===== config.mk =====
export PLATFORM = sky130hd
export DESIGN_NAME = oam_dma
export DESIGN_NICKNAME = d
export VERILOG_FILES = /design/src/rtl/oam_dma.sv
export SDC_FILE = /design/constraint.sdc
export NUM_CORES = 1
export LEC_CHECK = 0
export ABC_AREA = 1
export BUFFER_PORTS_ARGS = -buffer_cell sky130_fd_sc_hd__buf_2
export CAP_MARGIN = 10
export CORE_MARGIN = 2
export CORE_UTILIZATION = 35
export DETAILED_ROUTE_END_ITERATION = 10
export PLACE_DENSITY = 0.56
export REMOVE_ABC_BUFFERS = 1
export SLEW_MARGIN = 20
export SYNTH_ARGS = -nofsm -noshare
export SYNTH_HDL_FRONTEND = slang
export SYNTH_SLANG_ARGS = --single-unit

===== constraint.sdc =====
create_clock -name clock -period 4.49 [get_ports clock]
set_clock_uncertainty 0.1 [all_clocks]
set_input_delay 0.2245 -clock clock [delete_from_list [all_inputs] [get_ports clock]]
set_output_delay 0.2245 -clock clock [all_outputs]
set_load 0.005 [all_outputs]

===== src/rtl/oam_dma.sv =====
// oam_dma -- sprite attribute DMA initiator.
//
// Copies LENGTH bytes from page {src_page, 8'h00} to DEST over the shared
// windowed memory bus, one byte per READ / WAIT x LATENCY / WRITE sequence.
// The bus fabric sees registered load/store strobes, address and write data.
// Read data returns LATENCY cycles after the load.
//
// Ports:
//   clock     in   1  rising-edge clock
//   reset     in   1  synchronous, active-high reset
//   start     in   1  one-cycle trigger (CPU write to the DMA register)
//   src_page  in   8  source high byte, sampled with start
//   address   out 16  bus address (registered)
//   indata    out  8  bus write data (registered)
//   outdata   in   8  bus read data, valid LATENCY cycles after load
//   load      out  1  bus read strobe (registered)
//   store     out  1  bus write strobe (registered)
//   busy      out  1  transfer in progress (registered)
//   done      out  1  one-cycle pulse after the final store (registered)
module oam_dma #(
  parameter int          LENGTH  = 160,
  parameter logic [15:0] DEST    = 16'hFE00,
  parameter int          LATENCY = 2
) (
  input  logic        clock,
  input  logic        reset,
  input  logic        start,
  input  logic [7:0]  src_page,
  output logic [15:0] address,
  output logic [7:0]  indata,
  input  logic [7:0]  outdata,
  output logic        load,
  output logic        store,
  output logic        busy,
  output logic        done
);

  typedef enum logic [1:0] {
    IDLE  = 2'd0,
    READ  = 2'd1,
    WAIT  = 2'd2,
    WRITE = 2'd3
  } state_t;

  localparam logic [7:0] LAST_INDEX = 8'(LENGTH - 1);
  localparam logic [7:0] LAST_WAIT  = 8'(LATENCY - 1);

  // Echo RAM (0xE0xx and up) aliases work RAM 0x20 pages lower.
  function automatic logic [7:0] remap_page(input logic [7:0] page);
    if (page >= 8'hE0) begin
      return page - 8'h20;
    end else begin
      return page;
    end
  endfunction

  state_t      state_r, state_s;
  logic [7:0]  index_r, index_s;
  logic [7:0]  page_r, page_s;
  logic [7:0]  wait_r, wait_s;
  logic [7:0]  data_q_r, data_q_s;
  logic        done_s;
  logic        load_s, store_s, busy_s;
  logic [15:0] address_s;
  logic [7:0]  indata_s;

  // Next-state logic; a start always wins and restarts from index 0.
  always_comb begin
    state_s  = state_r;
    index_s  = index_r;
    page_s   = page_r;
    wait_s   = wait_r;
    data_q_s = data_q_r;
    done_s   = 1'b0;
    if (start) begin
      // Abort or fresh start: captured data of an old transfer is dropped
      // and no done pulse is produced for it.
      state_s  = READ;
      index_s  = 8'd0;
      page_s   = remap_page(src_page);
      wait_s   = 8'd0;
      data_q_s = 8'd0;
    end else begin
      case (state_r)
        IDLE: begin
          state_s = IDLE;
        end
        READ: begin
          state_s = WAIT;
          wait_s  = 8'd0;
        end
        WAIT: begin
          if (wait_r == LAST_WAIT) begin
            // outdata is only trusted on the last wait cycle.
            state_s  = WRITE;
            data_q_s = outdata;
          end else begin
            wait_s = wait_r + 8'd1;
          end
        end
        WRITE: begin
          // 8-bit index wraps naturally when LENGTH is 256.
          index_s = index_r + 8'd1;
          if (index_r == LAST_INDEX) begin
            state_s = IDLE;
            done_s  = 1'b1;
          end else begin
            state_s = READ;
          end
        end
        default: begin
          state_s = IDLE;
        end
      endcase
    end
  end

  // Bus outputs are derived from the next state so the registered copies
  // line up with the state they describe.
  always_comb begin
    load_s  = (state_s == READ);
    store_s = (state_s == WRITE);
    busy_s  = (state_s != IDLE);
    case (state_s)
      READ: begin
        address_s = {page_s, index_s};
        indata_s  = 8'd0;
      end
      WRITE: begin
        address_s = DEST + {8'd0, index_s};
        indata_s  = data_q_s;
      end
      default: begin
        address_s = 16'd0;
        indata_s  = 8'd0;
      end
    endcase
  end

  // State and output registers with synchronous reset.
  always_ff @(posedge clock) begin
    if (reset) begin
      state_r  <= IDLE;
      index_r  <= 8'd0;
      page_r   <= 8'd0;
      wait_r   <= 8'd0;
      data_q_r <= 8'd0;
      address  <= 16'd0;
      indata   <= 8'd0;
      load     <= 1'b0;
      store    <= 1'b0;
      busy     <= 1'b0;
      done     <= 1'b0;
    end else begin
      state_r  <= state_s;
      index_r  <= index_s;
      page_r   <= page_s;
      wait_r   <= wait_s;
      data_q_r <= data_q_s;
      address  <= address_s;
      indata   <= indata_s;
      load     <= load_s;
      store    <= store_s;
      busy     <= busy_s;
      done     <= done_s;
    end
  end

endmodule

==> impl_results.md, run 1 <==
- Status: complete, no violations
- Sequential-to-total area share from yosys stat: 0.488
- WHS Path Cells: 2
- Dpl ws: 2620 ps
- Post-synth top area share: 0.488
- FF-to-FF Start: state_r[0]$_SDFF_PP0_
- Detailed Routing Iterations Pass 1: 4
- Pwr Density: 367 nW/µm²
- Worst Path Max Fanout: 18
- Final setup margin: 2620 ps
- Hold Crit Endpoint: page_r[4]$_SDFF_PP0_
- PortBufs: 46
- CORE AREA: 7140 µm²
- DRC errors left: 0
- Clock Latency Late Sink: 340 ps
- Vias/cell: 4.47
- Vias: 2041
- Diodes inserted: 0
- Compound-Gate Fraction of Synth Area: 0.137
- Yosys warns: 0
- Buffer count from post-CTS setup fixing: 0
- Max Fclk: 535 MHz
- Max Root-Sink Buffers: 2
- Post-CTS Resized: 0
- Chip Height: 89.2 µm
- Synthesized flop and latch total: 62
- Worst Path Arrival: 2000 ps
- Synth Area per Inst: 8.39 µm²
- Clk sink count: 62
- Hold WS: 30.1 ps
- Synth-to-layout area growth: 19.3%
- Largest net degree at the start of global routing: 19
- Final setup vio count: 0
- Mux cell area share after synthesis: 0
- # Max-Cap Violations: 0
- First-pass GRT wire length: 8340 µm
- Setup_tns: 0 ps
- Unrepaired setup endpoints after global routing: false
- Routed WL: 4850 µm
- Post-synth design cell area: 2540 µm²
- Count of cell types in the netlist: 31
- Reg2reg end: busy$_SDFF_PP0_
- H-tree depth: 3
- Slew Limit Headroom: 0.722
- CTS Buf Count: 9
- Area taken by multi-input logic gates: 1050 µm²
- CTS root buf: clkbuf_8
- XOR/XNOR share of the synthesized area: 0.00345
- Standard-cell rows: 31
- Final worst-path cycle share: 0.417
- Worst setup SP type: flip-flop
- Worst vdd ir: 0.150 mV
- Gpl congestion: 0.822
- I/O pin count: 47
- Cells after synthesis: 303
- Fill count: 758
- Critical path required time: 4620 ps
- WS Path Type: reg -> reg
- Final Net Count: 380
- P_leak: 0.00140 µW
- Wirelength per Cell: 10.6 µm
- Main combinational cell family by area after synthesis: simple AND/OR/NAND/NOR gates
- Area contributors post-synth: dfxtp_1 (49%), nand2_1 (7.2%), inv_1 (6.5%)
- Routed Antenna Nets: 0
- R2R Setup Slk: 2620 ps
- Worst-margin pin slew: 416 ps
- Share of layout cells above drive strength 1: 0.251
- CTS tree: yes
- Simple-gate area share of the yosys netlist: 0.232
- Initial Utilization: 0.356
- CTS clk-pin slew, worst paths: 70 ps
- Global route overflow: 0
- Sequential Area: 1240 µm²
- First-iteration detailed-routing DRC count: 62
- Worst hold start: src_page[4]
- Yosys top cell by area: dfxtp_1
- Die width: 89.2 µm
- Hold_buf cts: 0
- Worst reg-to-reg path cell count: 8
- Minimum clock period: 1870 ps
- Final hold violation count: 0
- Worst min-delay path category: in -> reg
- Global Route Usage Sum: 0.138
- Adder-cell share of the synthesized area: 0.0394
- Full die area: 7960 µm²
- Number of global-route vias before repair: 1903
- Initial antenna violation count: 0
- DP HPWL: 3370 µm
- Worst setup EP type: flip-flop
- Max-slew violations: 0
## through the flow
stage / util / area, µm² / std cells / power (µW)
after CTS: 0.425 / 3030 / 457 / 1130
after global routing: 0.425 / 3030 / 457 / 1160
final: 0.425 / 3030 / 457 / 1110
after global placement: 0.396 / 2830 / 441 / 633
after floorplan: - / 2470 / 296 / 608
after detailed placement: 0.396 / 2830 / 441 / 633
## cell usage after synthesis (all sizes together)
cell type  instances
or2                3
nand3             24
a21oi             32
o21ai             14
o21bai             1
dfxtp             62
buf                5
clkinv             1
ha                 8
nor3               4
inv               48
xor2               1
clkbuf             2
nand4              2
nand2             54
a21boi             1
o211ai             1
nor2              35
a22o               5
## worst max path at each step
stage	startpoint	endpoint	slack, ps	cells after the start
after floorplan	state_r[0]$_SDFF_PP0_	busy$_SDFF_PP0_	2850	8
after global placement	state_r[0]$_SDFF_PP0_	busy$_SDFF_PP0_	2650	8
after detailed placement	state_r[0]$_SDFF_PP0_	busy$_SDFF_PP0_	2620	8
after CTS	state_r[0]$_SDFF_PP0_	busy$_SDFF_PP0_	2600	8
after global routing	state_r[0]$_SDFF_PP0_	busy$_SDFF_PP0_	2430	8
final	state_r[0]$_SDFF_PP0_	busy$_SDFF_PP0_	2620	8
## placed cells by master, fill, tap and decap left out, types with 3 or more instances in the layout
master	n
dfxtp_1	62
nand2_1	49
buf_2	46
inv_1	44
nor2_1	31
a21oi_1	22
nand3_1	21
o21ai_0	12
clkbuf_8	11
a21oi_2	8
ha_1	8
a22o_1	5
nor2_4	4
inv_2	4
nor3_1	4
nand2_2	4
or2_2	3
nand3_4	3
## flip-flops by register name, summed over array words and instances, names as in the netlist, 2 cells and up
| name | cells |
|---|---|
| address | 16 |
| wait_r | 8 |
| state_r | 2 |
| page_r | 8 |
| index_r | 8 |
| indata | 8 |
| data_q_r | 8 |
## where the power goes
group / internal, µW / total (µW) / switching (µW)
registers: 560 / 564 / 3.45
logic: 20.3 / 56.6 / 36.3
clock network: 286 / 492 / 206
total: 867 / 1110 / 245
## layout make-up
class / count / share of cell area
Tap cell: 99 / 0.0409
Multi-Input combinational cell: 185 / 0.346
Clock buffer: 13 / 0.0524
Inverter: 49 / 0.0611
Sequential cell: 62 / 0.410
Clock inverter: 3 / 0.0140
Timing Repair Buffer: 46 / 0.0760
## cell families after synthesis
logic type               count (synthesis)
AO/OA/AOI/OAI                           54
XOR/XNOR                                 1
adder cells (fa/ha/maj)                  8
buffers and inverters                   56
flip-flops                              62
AND/OR/NAND/NOR                        122
## critical path: stages, from the launching register on
cell,delay [ps]
dfxtp_1,370
inv_1,80
ha_1,320
nand3_4,250
nand3_4,130
nand2_4,250
nand2_1,110
nand2_1,90
nand2_1,50
## per-layer routing
layer | vias to the layer above | track usage | part of all wire
li1 | 1066 | - | -
met1 | 919 | 0.173 | 0.47
met2 | 47 | 0.211 | 0.46
met3 | 9 | 0.0434 | 0.051
met4 | 0 | 0.0719 | 0.019
met5 | - | 0 | 0
(Power assumes the default switching activity.)
==> run 2, diff against run 1 <==
Clock period 4.49 ns to 1.9 ns, I/O delays scaled along.
==> run 2 against run 1 <==
  * Combinational power increased to 3.0 times the previous value
  * Critical path depth rose by 2
  * Routed wire length grew 8.0%
  * Total power grew 140%
  * Sequential power increased by 140%
  * Non-clock buffer count grew 23
  * Largest power group unchanged
  * Worst setup slack got worse by 2500 ps
  * Highest routed layer unchanged
  * Critical endpoint is now address[13]$_SDFF_PP0_
  * Flip-flop and latch count did not move
  * Cell count rose by 5.0%
  * Via count rose by 3.4%
  * Design area up 7.8%
==> impl_results.md, run 2 (synthesis results as in run 1) <==
- I/O pin count: 47 (unchanged)
- Standard-cell rows: 31 (unchanged)
- H-tree depth: 3 (unchanged)
- Initial antenna violation count: 0 (unchanged)
- CTS clk-pin slew, worst paths: 80 ps (about the same)
- Slew Limit Headroom: 0.762 (+0.0402)
- Worst Path Max Fanout: 8 (-10)
- Minimum clock period: 1760 ps
- Max Root-Sink Buffers: 2 (unchanged)
- CTS tree: yes
- Synth-to-layout area growth: 28.6%
- Final worst-path cycle share: 0.928
- # Max-Cap Violations: 0 (unchanged)
- Biggest register: address
- Number of global-route vias before repair: 1991 (+4.6%)
- Routed Antenna Nets: 0 (unchanged)
- Unrepaired setup endpoints after global routing: false
- Full die area: 7960 µm² (unchanged)
- Vias/cell: 4.40 (-1.5%)
- DP HPWL: 3640 µm (+8.0%)
- Setup_tns: 0 ps (unchanged)
- First-pass GRT wire length: 8790 µm (+5.5%)
- Routed WL: 5240 µm (+8.0%)
- Commonest non-fill, non-tap cell in the layout: dfxtp_1
- Worst vdd ir: 0.330 mV (+120%)
- Clock Latency Late Sink: 340 ps (about the same)
- Worst-margin pin slew: 353 ps (-63.1 ps)
- PortBufs: 46 (unchanged)
- Slowest-stage cell, CP: dlygate4sd3_1
- Initial Utilization: 0.356 (unchanged)
- Wirelength per Cell: 10.9 µm (+2.9%)
- CTS Buf Count: 9 (unchanged)
- Chip Height: 89.2 µm (unchanged)
- Final hold violation count: 0 (unchanged)
- CORE AREA: 7140 µm² (unchanged)
- Max-slew violations: 0 (unchanged)
- Area taken by multi-input logic gates: 1060 µm² (+0.83%)
- Detailed Routing Iterations Pass 1: 4 (unchanged)
- Max Fclk: 567 MHz
- Max reg flops: 16 (unchanged)
- CTS root buf: clkbuf_8
- Clk sink count: 62 (unchanged)
- Critical-path cell list: dlygate4sd3_1, clkbuf_4, inv_1, nand2_1, inv_4, nand3_1, dlygate4sd3_1, nand2_1, nor2_1, a21oi_2
- WS Path Type: in -> reg
- Worst Path Arrival: 1950 ps (-50 ps)
- Global route overflow: 0 (unchanged)
- DRC errors left: 0 (unchanged)
- P_leak: 0.00148 µW (+5.8%)
- Worst setup EP type: flip-flop
- First-iteration detailed-routing DRC count: 92 (+48%)
- Gpl congestion: 0.786 (-4.4%)
- Sequential Area: 1240 µm² (unchanged)
- Worst min-delay path category: in -> reg
- Final core utilization: 0.458 (+0.0333)
- Diodes inserted: 0 (unchanged)
- Worst setup SP type: primary input
- Pwr Density: 821 nW/µm² (+120%)
- Die width: 89.2 µm (unchanged)
- Fill count: 748 (-1.3%)
- Final Net Count: 403 (+6.1%)
- Global Route Usage Sum: 0.147 (+0.00904)
- Final setup vio count: 0 (unchanged)
- Most frequent cells in the layout: dfxtp_1 (62), nand2_1 (49), buf_2 (45)
- Critical path required time: 2080 ps (-2540 ps)
- Crit-path max cell delay: 550 ps (+180 ps)
- Largest net degree at the start of global routing: 18 (-1)
- Vias: 2111 (+3.4%)
- Status: complete, no violations
- Share of layout cells above drive strength 1: 0.257 (+0.00582)
-- run 2: critical path, delay by kind of cell --
family	cells	cell delay [ps]
compound gates	1	100
buf+inv	5	1480
simple gates	4	270
-- run 2: timing repair --
item | CTS | global route
gates resized for setup | 0 | 4
buffers inserted | 0 | 0
setup endpoints to repair | 0 | 4
hold buffers | 18 | 0
endpoints found under the hold margin | 27 | 0
-- run 2: through the flow --
| step | area [µm²] | worst slack [ps] | hold WS [ps] | total power [µW] | std cells |
|---|---|---|---|---|---|
| 2_1_floorplan | 2470 | 255 | 64.1 | 1440 | 296 |
| 3_3_place_gp | 2870 | 223 | 239 | 1500 | 446 |
| 3_5_place_dp | 2870 | 196 | 243 | 1500 | 446 |
| 4_1_cts | 3250 | 11.1 | 139 | 2720 | 480 |
| 5_1_grt | 3270 | 3.09 | 169 | 2790 | 480 |
| 6_report | 3270 | 137 | 147 | 2680 | 480 |
-- run 2: area by class of cell --
type	count	share of cell area
timing repair buffer	69	0.138
clock buffer	10	0.0421
sequential	62	0.380
multi-input combinational	185	0.324
clock inverter	6	0.0214
tap	99	0.0379
inverter	49	0.0574
-- run 2: worst paths after layout --
| kind | startpoint | slack [ps] | to | depth (start not counted) |
|---|---|---|---|---|
| worst min-delay path | start | 150 | data_q_r[5]$_SDFF_PP0_ | 4 |
| worst min register to register | page_r[5]$_SDFF_PP0_ | 360 | page_r[5]$_SDFF_PP0_ | 2 |
| worst max-delay path | reset | 140 | address[13]$_SDFF_PP0_ | 10 |
| worst max register to register | wait_r[0]$_SDFFE_PP0P_ | 220 | wait_r[7]$_SDFFE_PP0P_ | 8 |
-- run 2: routing by layer --
layer / GRT usage / share of wire / vias up
met5: 0 / 0 / -
met4: 0.0692 / 0.020 / 0
met3: 0.0471 / 0.037 / 8
met2: 0.230 / 0.47 / 34
met1: 0.183 / 0.47 / 960
li1: - / - / 1109
-- run 2: power by group --
group / total, µW / switching, µW / internal (µW)
Sequential: 1330 / 8.82 / 1320
Combinational: 171 / 92.9 / 77.6
Clock: 1180 / 534 / 647
Total: 2680 / 636 / 2050
